**src/rtl/freq_gen8.sv**
```systemverilog
// freq_gen8: prescaled 8-bit binary divide chain driving registered clk_div taps and rising-edge ticks
// Define FREQ_GEN_CLR_EN to add the synchronous phase-restart input clr
module freq_gen8 #(
    parameter int BASE_DIV = 50000
) (
    input  logic       clk,
    input  logic       rst,
    input  logic       en,
`ifdef FREQ_GEN_CLR_EN
    input  logic       clr,
`endif
    output logic [7:0] clk_div,
    output logic [7:0] tick
);
    localparam int PRE_W = $clog2(BASE_DIV);
    logic [PRE_W-1:0] pre_cnt;
    logic             step;
    logic             restart;
    logic [7:0]       rise;
`ifdef FREQ_GEN_CLR_EN
    assign restart = clr;
`else
    assign restart = 1'b0;
`endif
    assign step = en && (pre_cnt == PRE_W'(BASE_DIV - 1));
    // the increment carries through the trailing ones, so only the lowest zero bit rises
    assign rise = (clk_div + 8'd1) & ~clk_div;
    always_ff @(posedge clk) begin
        if (rst || restart) begin
            pre_cnt <= '0;
            clk_div <= 8'h00;
            tick    <= 8'h00;
        end else begin
            tick <= step ? rise : 8'h00;
            if (en) pre_cnt <= step ? '0 : pre_cnt + PRE_W'(1);
            if (step) clk_div <= clk_div + 8'd1;
        end
    end
endmodule

```
**config.mk**
```make
export PLATFORM = sky130hd
export DESIGN_NAME = freq_gen8
export DESIGN_NICKNAME = d
export VERILOG_FILES = /design/src/rtl/freq_gen8.sv
export SDC_FILE = /design/constraint.sdc
export NUM_CORES = 1
export LEC_CHECK = 0
export BUFFER_PORTS_ARGS = -buffer_cell sky130_fd_sc_hd__buf_2
export CORE_MARGIN = 3
export CORE_UTILIZATION = 47
export DETAILED_ROUTE_END_ITERATION = 7
export HOLD_SLACK_MARGIN = 0.05
export PLACE_DENSITY_LB_ADDON = 0.12
export SYNTH_ARGS = -nofsm -noshare
export SYNTH_HDL_FRONTEND = slang
export SYNTH_SLANG_ARGS = --single-unit
```
**constraint.sdc**
```tcl
create_clock -name clk -period 2.1 [get_ports clk]
set_input_delay 0.42 -clock clk [delete_from_list [all_inputs] [get_ports clk]]
set_output_delay 0.42 -clock clk [all_outputs]
set_load 0.05 [all_outputs]
```
Word level (Yosys, flattened, before mapping). Index checks and enable logic that the tools add are counted.

Register bits after elaboration: 32. Bits of input ports: 3. Logic and storage cells: 12.

$add $sub $neg: 2. Bitwise logic cells: 3. Equality and inequality tests: 1. Reduce and logical (&&, ||, !) cells: 2. Muxes and demuxes: 1.

Operators by type and width (count): 16-bit by 1-bit adder with 16-bit output, second input constant (1); 16-bit equality test, second input constant (1); 16-bit two-way mux (1); 8-bit by 1-bit adder with 8-bit output, second input constant (1); 8-bit AND (1); 8-bit inverter (1); 2-bit OR reduction (1); 1-bit logical AND (1); 1-bit inverter (1).

Logic depth before layout (Yosys ltp). Gate-level depths: netlist (run 1).

Depth in word-level cells: 4. Mapped depth: 6.

Worst setup path before layout (run 1). Ideal clock, no wire load.

Path kind: reg-to-reg. Start: register pre_cnt[7]. End: register pre_cnt[7]. Slack: 261 ps. Library setup time: 115 ps. Cell stages (with the launch flop): 7. Buffers on the path: 2. Data required time: 1985 ps. Arrival time: 1724 ps. Cell sequence: dfxtp_1 -> buf_6 -> or4b_4 -> nor4_4 -> or2_2 -> buf_4 -> nor2_1.

Longest elaborated chain between the ends: 3.

RTL lines: start: declaration (line 16) `logic [PRE_W-1:0] pre_cnt;`; start signal: assignment (line 35) `if (en) pre_cnt <= step ? '0 : pre_cnt + PRE_W'(1);`; branches (longest 2 deep; another with 16-bit by 1-bit adder with 16-bit output); 16-bit two-way mux * (line 35).

Every way passes the cells marked *. A chain may end at the register's enable or synchronous reset.

Worst setup path after layout (run 1).
Start: register pre_cnt[12]. End: register tick[0].

Longest elaborated chain between the ends: 4.

RTL lines: 16-bit equality test (line 25) `assign step = en && (pre_cnt == PRE_W'(BASE_DIV - 1));`; 1-bit logical AND (line 25); 1-bit inverter (no source line); 2-bit OR reduction (no source line); end signal: assignment (line 34) `tick <= step ? rise : 8'h00;`; end: declaration (line 13) `output logic [7:0] tick`.

Every way passes these cells.

==> flow_metrics.py, run 1 <==
metrics = {
    "synth": {
        "synth_nets": 163,
        "avgSynthCellArea_um2": 9.37,
        "ys_top_cells_by_area": "dfxtp_1 (45%), ha_1 (8.0%), nor2_1 (7.4%)",
        "yosys_register_bits": 32,
        "synth_largest_area_cell": "dfxtp_1",
        "synth_cells": 151,
        "synth.distinct_cells": 28,
        "yosysWarnings": 0,
        "ys_seq_area_share_pct": 45.3,
        "syn_area_um2": 1420,
        "synth_top_area_share_pct": 45.3,
    },
    "run": {
        "maxCapViolCount": 0,
    },
    "critical_path": {
        "r2r-start": "pre_cnt[12]$_SDFFE_PP0P_",
        "path_max_fanout": 14,
        "r2r_cells": 5,
        "crit_type": "flop to flop",
        "r2r_setup_slack_ns": 0.27,
        "cpMaxStageDelayCell": "or4b_1",
        "path_cells": "or4b_1, nor4_4, buf_6, and2b_2, nor2b_1",
        "cp-end-kind": "flop",
        "crit_arrival_ns": 2.10,
        "cp_num_buf_inv": 1,
        "cp_data_required_time_ns": 2.37,
        "cp_top_family": "simple AND/OR/NAND/NOR gates",
        "r2r_end": "tick[0]$_SDFF_PP0_",
        "cp_slowest_stage_delay_ns": 0.57,
        "worstSetupStartpointType": "flop",
    },
    "global_routing": {
        "antenna_found_initial": 0,
        "grt_pass1_vias": 1064,
        "grt_pass1_wl_mm": 4.46,
        "grt_max_degree": 15,
        "overflow": 0,
        "grt_util_all_layers_pct": 16.5,
    },
    "clocking": {
        "cts_resized": 0,
        "cts_inserted_buffers": 5,
        "clkTransAtPathRegs_ns": 0.09,
        "cts_buffer_depth": 2,
        "root_buffer": "clkbuf_4",
        "h-tree-depth": 2,
        "worstSkewPairLatency_ns": 0.33,
        "cts_setup_buffers": 0,
        "cts_tree": "built",
        "hold_buffers": 0,
        "cts.sinks": 32,
    },
    "power": {
        "peakVddDrop_mv": 0.318,
        "p_switching_mw": 0.215,
        "pwr-share-clk_pct": 44.8,
        "power_mw": 1.15,
        "power.density_nw_per_um2": 702,
        "internal-power_mw": 0.933,
        "p_sw_share_pct": 18.7,
        "p_seq_share_pct": 53.4,
        "combinationalPowerShare_pct": 1.8,
        "leakagePower_nw": 0.636,
    },
    "finish": {
        "insertedDiodeCount": 0,
        "finish.utilization_pct": 58.3,
        "area_growth_pct": 15.6,
        "fillers": 276,
        "final_nets": 187,
        "layout-drive-gt1-share_pct": 21.0,
        "final_cells": 207,
    },
    "floorplan": {
        "die_w_um": 60.9,
        "die_h_um": 60.9,
        "core_area_um2": 2810,
        "io_pins": 19,
        "die_area_um2": 3710,
        "num_rows": 19,
        "start_util_pct": 50.4,
    },
    "drt": {
        "routedWlPerCell_um": 11.7,
        "drt_first_pass_iters": 4,
        "drc": 0,
        "vias": 1047,
        "via_per_inst": 5.06,
        "ant_nets": 0,
        "finalWirelength_mm": 2.42,
        "drt_iter0_markers": 47,
    },
    "timing": {
        "finalHoldViolCount": 0,
        "fin_setup_tns_ns": 0,
        "skew_ns": 0.00321,
        "rsz0062_at_grt": "no",
        "fin_crit_ns": 1.83,
        "setup_viol": 0,
        "fmax_ghz": 0.546,
        "slew-limit-headroom_pct": 76.8,
        "fin_crit_sh_pct": 87.2,
        "drv_slew": 0,
        "tightestPinTransition_ns": 0.345,
        "fin_ws_ns": 0.269,
    },
    "placed_design": {
        "routabilityCongestion": 0.763,
        "numPortBuffers": 18,
        "place_ws_ns": 0.251,
        "dp.final_hpwl_mm": 1.84,
        "place_inst": 199,
    },
    "min_path": {
        "hold_path_end": "pre_cnt[1]$_SDFFE_PP0P_",
        "min_path_type": "input port to flop",
        "hold_start": "en",
        "holdPathStages": 3,
    },
    "run_status": {
        "status": "finished clean",
    },
}
cell usage after synthesis, drive strengths merged:
cell	n
nand3b	1
or2	1
clkbuf	2
nand2	9
a211oi	7
nand4b	1
or3b	1
and2	7
xor2	3
nor4	5
xnor2	12
a21oi	2
and2b	1
or4b	2
nand4	7
dfxtp	32
buf	3
ha	9
nand2b	2
inv	8
nand3	2
nor2b	1
nor3	5
nor2	28
per-stage QoR:
step | cell area [um^2] | hold WS (ns)
floorplan | 1420 | 0.476
finish | 1640 | 0.415
global placement | 1540 | 0.497
detailed placement | 1540 | 0.513
CTS | 1630 | 0.396
global route | 1640 | 0.418
area by class of cell:
type / instances / area, um^2 / area share [%]
Timing Repair Buffer: 22 / 124 / 7.57
Clock inverter: 1 / 30.0 / 1.84
Inverter: 8 / 30.0 / 1.84
Sequential cell: 32 / 641 / 39.2
Tap cell: 31 / 38.8 / 2.37
Clock buffer: 7 / 65.1 / 3.98
Multi-Input combinational cell: 106 / 707 / 43.2
cell usage in the layout (no fill, tap or decap), types with 2 or more instances in the layout:
master    instances
a211oi_1          5
a211oi_2          2
a21oi_1           2
and2_1            7
buf_2            18
buf_4             3
clkbuf_4          5
clkbuf_8          2
dfxtp_1          32
ha_1              9
inv_1             8
nand2_1           9
nand2b_1          2
nand3_1           2
nand4_1           7
nor2_1           28
nor3_1            5
nor4_1            4
xnor2_1          12
xor2_1            3
worst max-delay path by stage:
stage | start | to | slack, ns | cells past startpoint
after floorplan | pre_cnt[7]$_SDFFE_PP0P_ | pre_cnt[7]$_SDFFE_PP0P_ | 0.26 | 6
after detailed placement | pre_cnt[4]$_SDFFE_PP0P_ | tick[0]$_SDFF_PP0_ | 0.25 | 5
after global placement | pre_cnt[0]$_SDFFE_PP0P_ | tick[7]$_SDFF_PP0_ | 0.28 | 6
final | pre_cnt[12]$_SDFFE_PP0P_ | tick[0]$_SDFF_PP0_ | 0.27 | 5
after global routing | pre_cnt[0]$_SDFFE_PP0P_ | tick[0]$_SDFF_PP0_ | 0.04 | 6
after CTS | pre_cnt[0]$_SDFFE_PP0P_ | tick[0]$_SDFF_PP0_ | 0.21 | 6
worst min-delay path: cells and delay by family:
kind | cells | cell delay, ns
AO/OA/AOI/OAI | 1 | 0.05
buffers and inverters | 1 | 0.14
AND/OR/NAND/NOR | 1 | 0.09
power groups by stage:
stage / Sequential, mW / Combinational, mW / Clock, mW
global placement: 0.627 / 0.0199 / 0
finish: 0.613 / 0.0205 / 0.514
detailed placement: 0.627 / 0.0207 / 0
global route: 0.614 / 0.0230 / 0.558
CTS: 0.613 / 0.0208 / 0.535
floorplan: 0.626 / 0.0144 / 0
registers in the layout (all words and copies together) (netlist names):
signal	flops
pre_cnt	16
clk_div	8
tick	8
cells by family after synthesis:
kind of cell	synth area share (%)
simple gates	27.6
flops	45.3
xor+xnor	9.28
buf+inv	4.77
compound gates	5.13
fa+ha+maj	7.96
per-layer routing:
metal | GRT usage [%] | vias to the layer above | share of wire, %
met4 | 9.60 | 0 | 2.3
met2 | 23.7 | 23 | 42
met3 | 4.68 | 5 | 4.8
met1 | 21.9 | 463 | 51
li1 | - | 556 | -
met5 | 0 | - | 0
Power figures use the tool's default switching activity.
==> run 2, diff against run 1 <==
==> constraint.sdc (replaced) <==
create_clock -name clk -period 1.75 [get_ports clk]
set_input_delay 0.35 -clock clk [delete_from_list [all_inputs] [get_ports clk]]
set_output_delay 0.35 -clock clk [all_outputs]
set_load 0.05 [all_outputs]
==> run 2 against run 1 <==
Against the previous run: routed wire length grew 18%; critical path type unchanged; largest power group unchanged; die area is the same; global-route usage grew 2.0 points; sequential share of layout area is 2.1 points lower; critical path depth is 1 higher.
==> flow_metrics.py, run 2 (synthesis gave the netlist of run 1 again) <==
metrics = {
    "finish": {
        "insertedDiodeCount": 0,
        "layout-drive-gt1-share_pct": 31.9,
        "area_growth_pct": 23.0,
        "layout_common_cells": "dfxtp_1 (28), nor2_1 (26), buf_2 (18)",
        "final_common_cell": "dfxtp_1",
        "reg_top3": "pre_cnt: 16 flops, clk_div: 8 flops, tick: 8 flops",
        "finish.utilization_pct": 62.0,
        "top_register": "pre_cnt",
        "final_nets": 199,
        "largest_reg_flops": 16,
    },
    "drt": {
        "vias": 1139,
        "drt_first_pass_iters": 4,
        "drc": 0,
        "ant_nets": 0,
        "drt_iter0_markers": 40,
        "routedWlPerCell_um": 13.0,
        "via_per_inst": 5.20,
        "finalWirelength_mm": 2.84,
    },
    "floorplan": {
        "die_w_um": 60.9,
        "num_rows": 19,
        "core_area_um2": 2810,
        "io_pins": 19,
        "start_util_pct": 50.4,
        "die_h_um": 60.9,
        "die_area_um2": 3710,
    },
    "timing": {
        "fmax_ghz": 0.584,
        "setup_viol": 0,
        "fin_crit_ns": 1.71,
        "skew_ns": 0.00864,
        "drv_slew": 0,
        "finalHoldViolCount": 0,
        "slew-limit-headroom_pct": 77.7,
        "tightestPinTransition_ns": 0.331,
        "rsz0062_at_grt": "yes",
        "fin_crit_sh_pct": 97.8,
    },
    "min_path": {
        "min_path_type": "input port to flop",
        "hold_start": "en",
    },
    "global_routing": {
        "met3_usage_pct": 7.66,
        "overflow": 0,
        "antenna_found_initial": 0,
        "grt_pass1_wl_mm": 4.88,
        "top_usage_layer": "met2",
        "use_met2_pct": 28.2,
        "met1_usage_pct": 22.4,
        "grt_max_degree": 14,
        "grt_util_all_layers_pct": 18.5,
        "grt_pass1_vias": 1088,
    },
    "clocking": {
        "clkTransAtPathRegs_ns": 0.10,
        "root_buffer": "clkbuf_4",
        "cts.sinks": 32,
        "cts_inserted_buffers": 5,
        "worstSkewPairLatency_ns": 0.34,
        "cts_tree": "built",
        "hold_buffers": 0,
        "cts_buffer_depth": 2,
        "h-tree-depth": 2,
    },
    "critical_path": {
        "cp_data_required_time_ns": 2.02,
        "crit_arrival_ns": 1.98,
        "worstSetupStartpointType": "flop",
        "path_max_fanout": 8,
        "crit_type": "flop to flop",
        "cp-end-kind": "flop",
        "r2r-start": "pre_cnt[11]$_SDFFE_PP0P_",
        "crit_start": "pre_cnt[11]$_SDFFE_PP0P_",
    },
    "power": {
        "leakagePower_nw": 0.697,
        "peakVddDrop_mv": 0.453,
        "power_mw": 1.22,
        "power.density_nw_per_um2": 701,
    },
    "placed_design": {
        "numPortBuffers": 18,
        "routabilityCongestion": 0.781,
        "dp.final_hpwl_mm": 2.02,
    },
    "run": {
        "maxCapViolCount": 0,
    },
    "run_status": {
        "status": "finished clean",
    },
}
-- run 2: report_power, final --
group / switching (mW) / internal [mW] / leakage (nW) / total [mW]
Sequential: 0.00221 / 0.731 / 0.260 / 0.733
Combinational: 0.0201 / 0.0139 / 0.399 / 0.0340
Clock: 0.261 / 0.191 / 0.0380 / 0.452
-- run 2: repair_timing --
| action | in CTS | in global routing |
|---|---|---|
| pin swaps | 2 | 7 |
| endpoints found under the setup margin | 3 | 23 |
| endpoints found under the hold margin | 0 | 0 |
| gates resized for setup | 3 | 5 |
| setup buffers | 0 | 2 |
-- run 2: final cells by class --
class | count | area (um^2)
Timing Repair Buffer | 34 | 226
Multi-Input combinational cell | 106 | 738
Clock buffer | 6 | 51.3
Tap cell | 31 | 38.8
Inverter | 8 | 30.0
Sequential cell | 32 | 646
Fill cell | 247 | 1060
Clock inverter | 2 | 10.0
-- run 2: metal layers --
layer	vias up	part of all wire, %
li1	584	-
met1	525	48
met2	22	46
met3	8	3.6
met4	0	2.7
met5	-	0
-- run 2: metrics by stage --
stage	hold slack (ns)	instance area [um^2]	cells	TNS [ns]	worst slack, ns
detailed placement	0.525	1640	209	-0.0412	-0.0412
global placement	0.506	1640	209	0	0.0431
global route	0.327	1740	219	-0.280	-0.0337
finish	0.333	1740	219	0	0.0380
floorplan	0.423	1440	151	-0.418	-0.0380
CTS	0.305	1710	217	0	0.00892
-- run 2: worst max-delay path: stages, from the launching register on --
cell,delay [ns]
dfxtp_2,0.33
or4b_4,0.54
nor4_4,0.27
buf_6,0.17
buf_12,0.12
nor2_1,0.05
a211oi_2,0.16
-- run 2: path summary, 6_finish.rpt --
| path | end | slack, ns | cells after the start |
|---|---|---|---|
| setup / recovery | clk_div[2]$_SDFFE_PP0P_ | 0.04 | 6 |
| hold / removal | pre_cnt[1]$_SDFFE_PP0P_ | 0.33 | 3 |
| setup reg to reg | clk_div[2]$_SDFFE_PP0P_ | 0.04 | 6 |
| hold reg to reg | pre_cnt[15]$_SDFFE_PP0P_ | 0.53 | 2 |
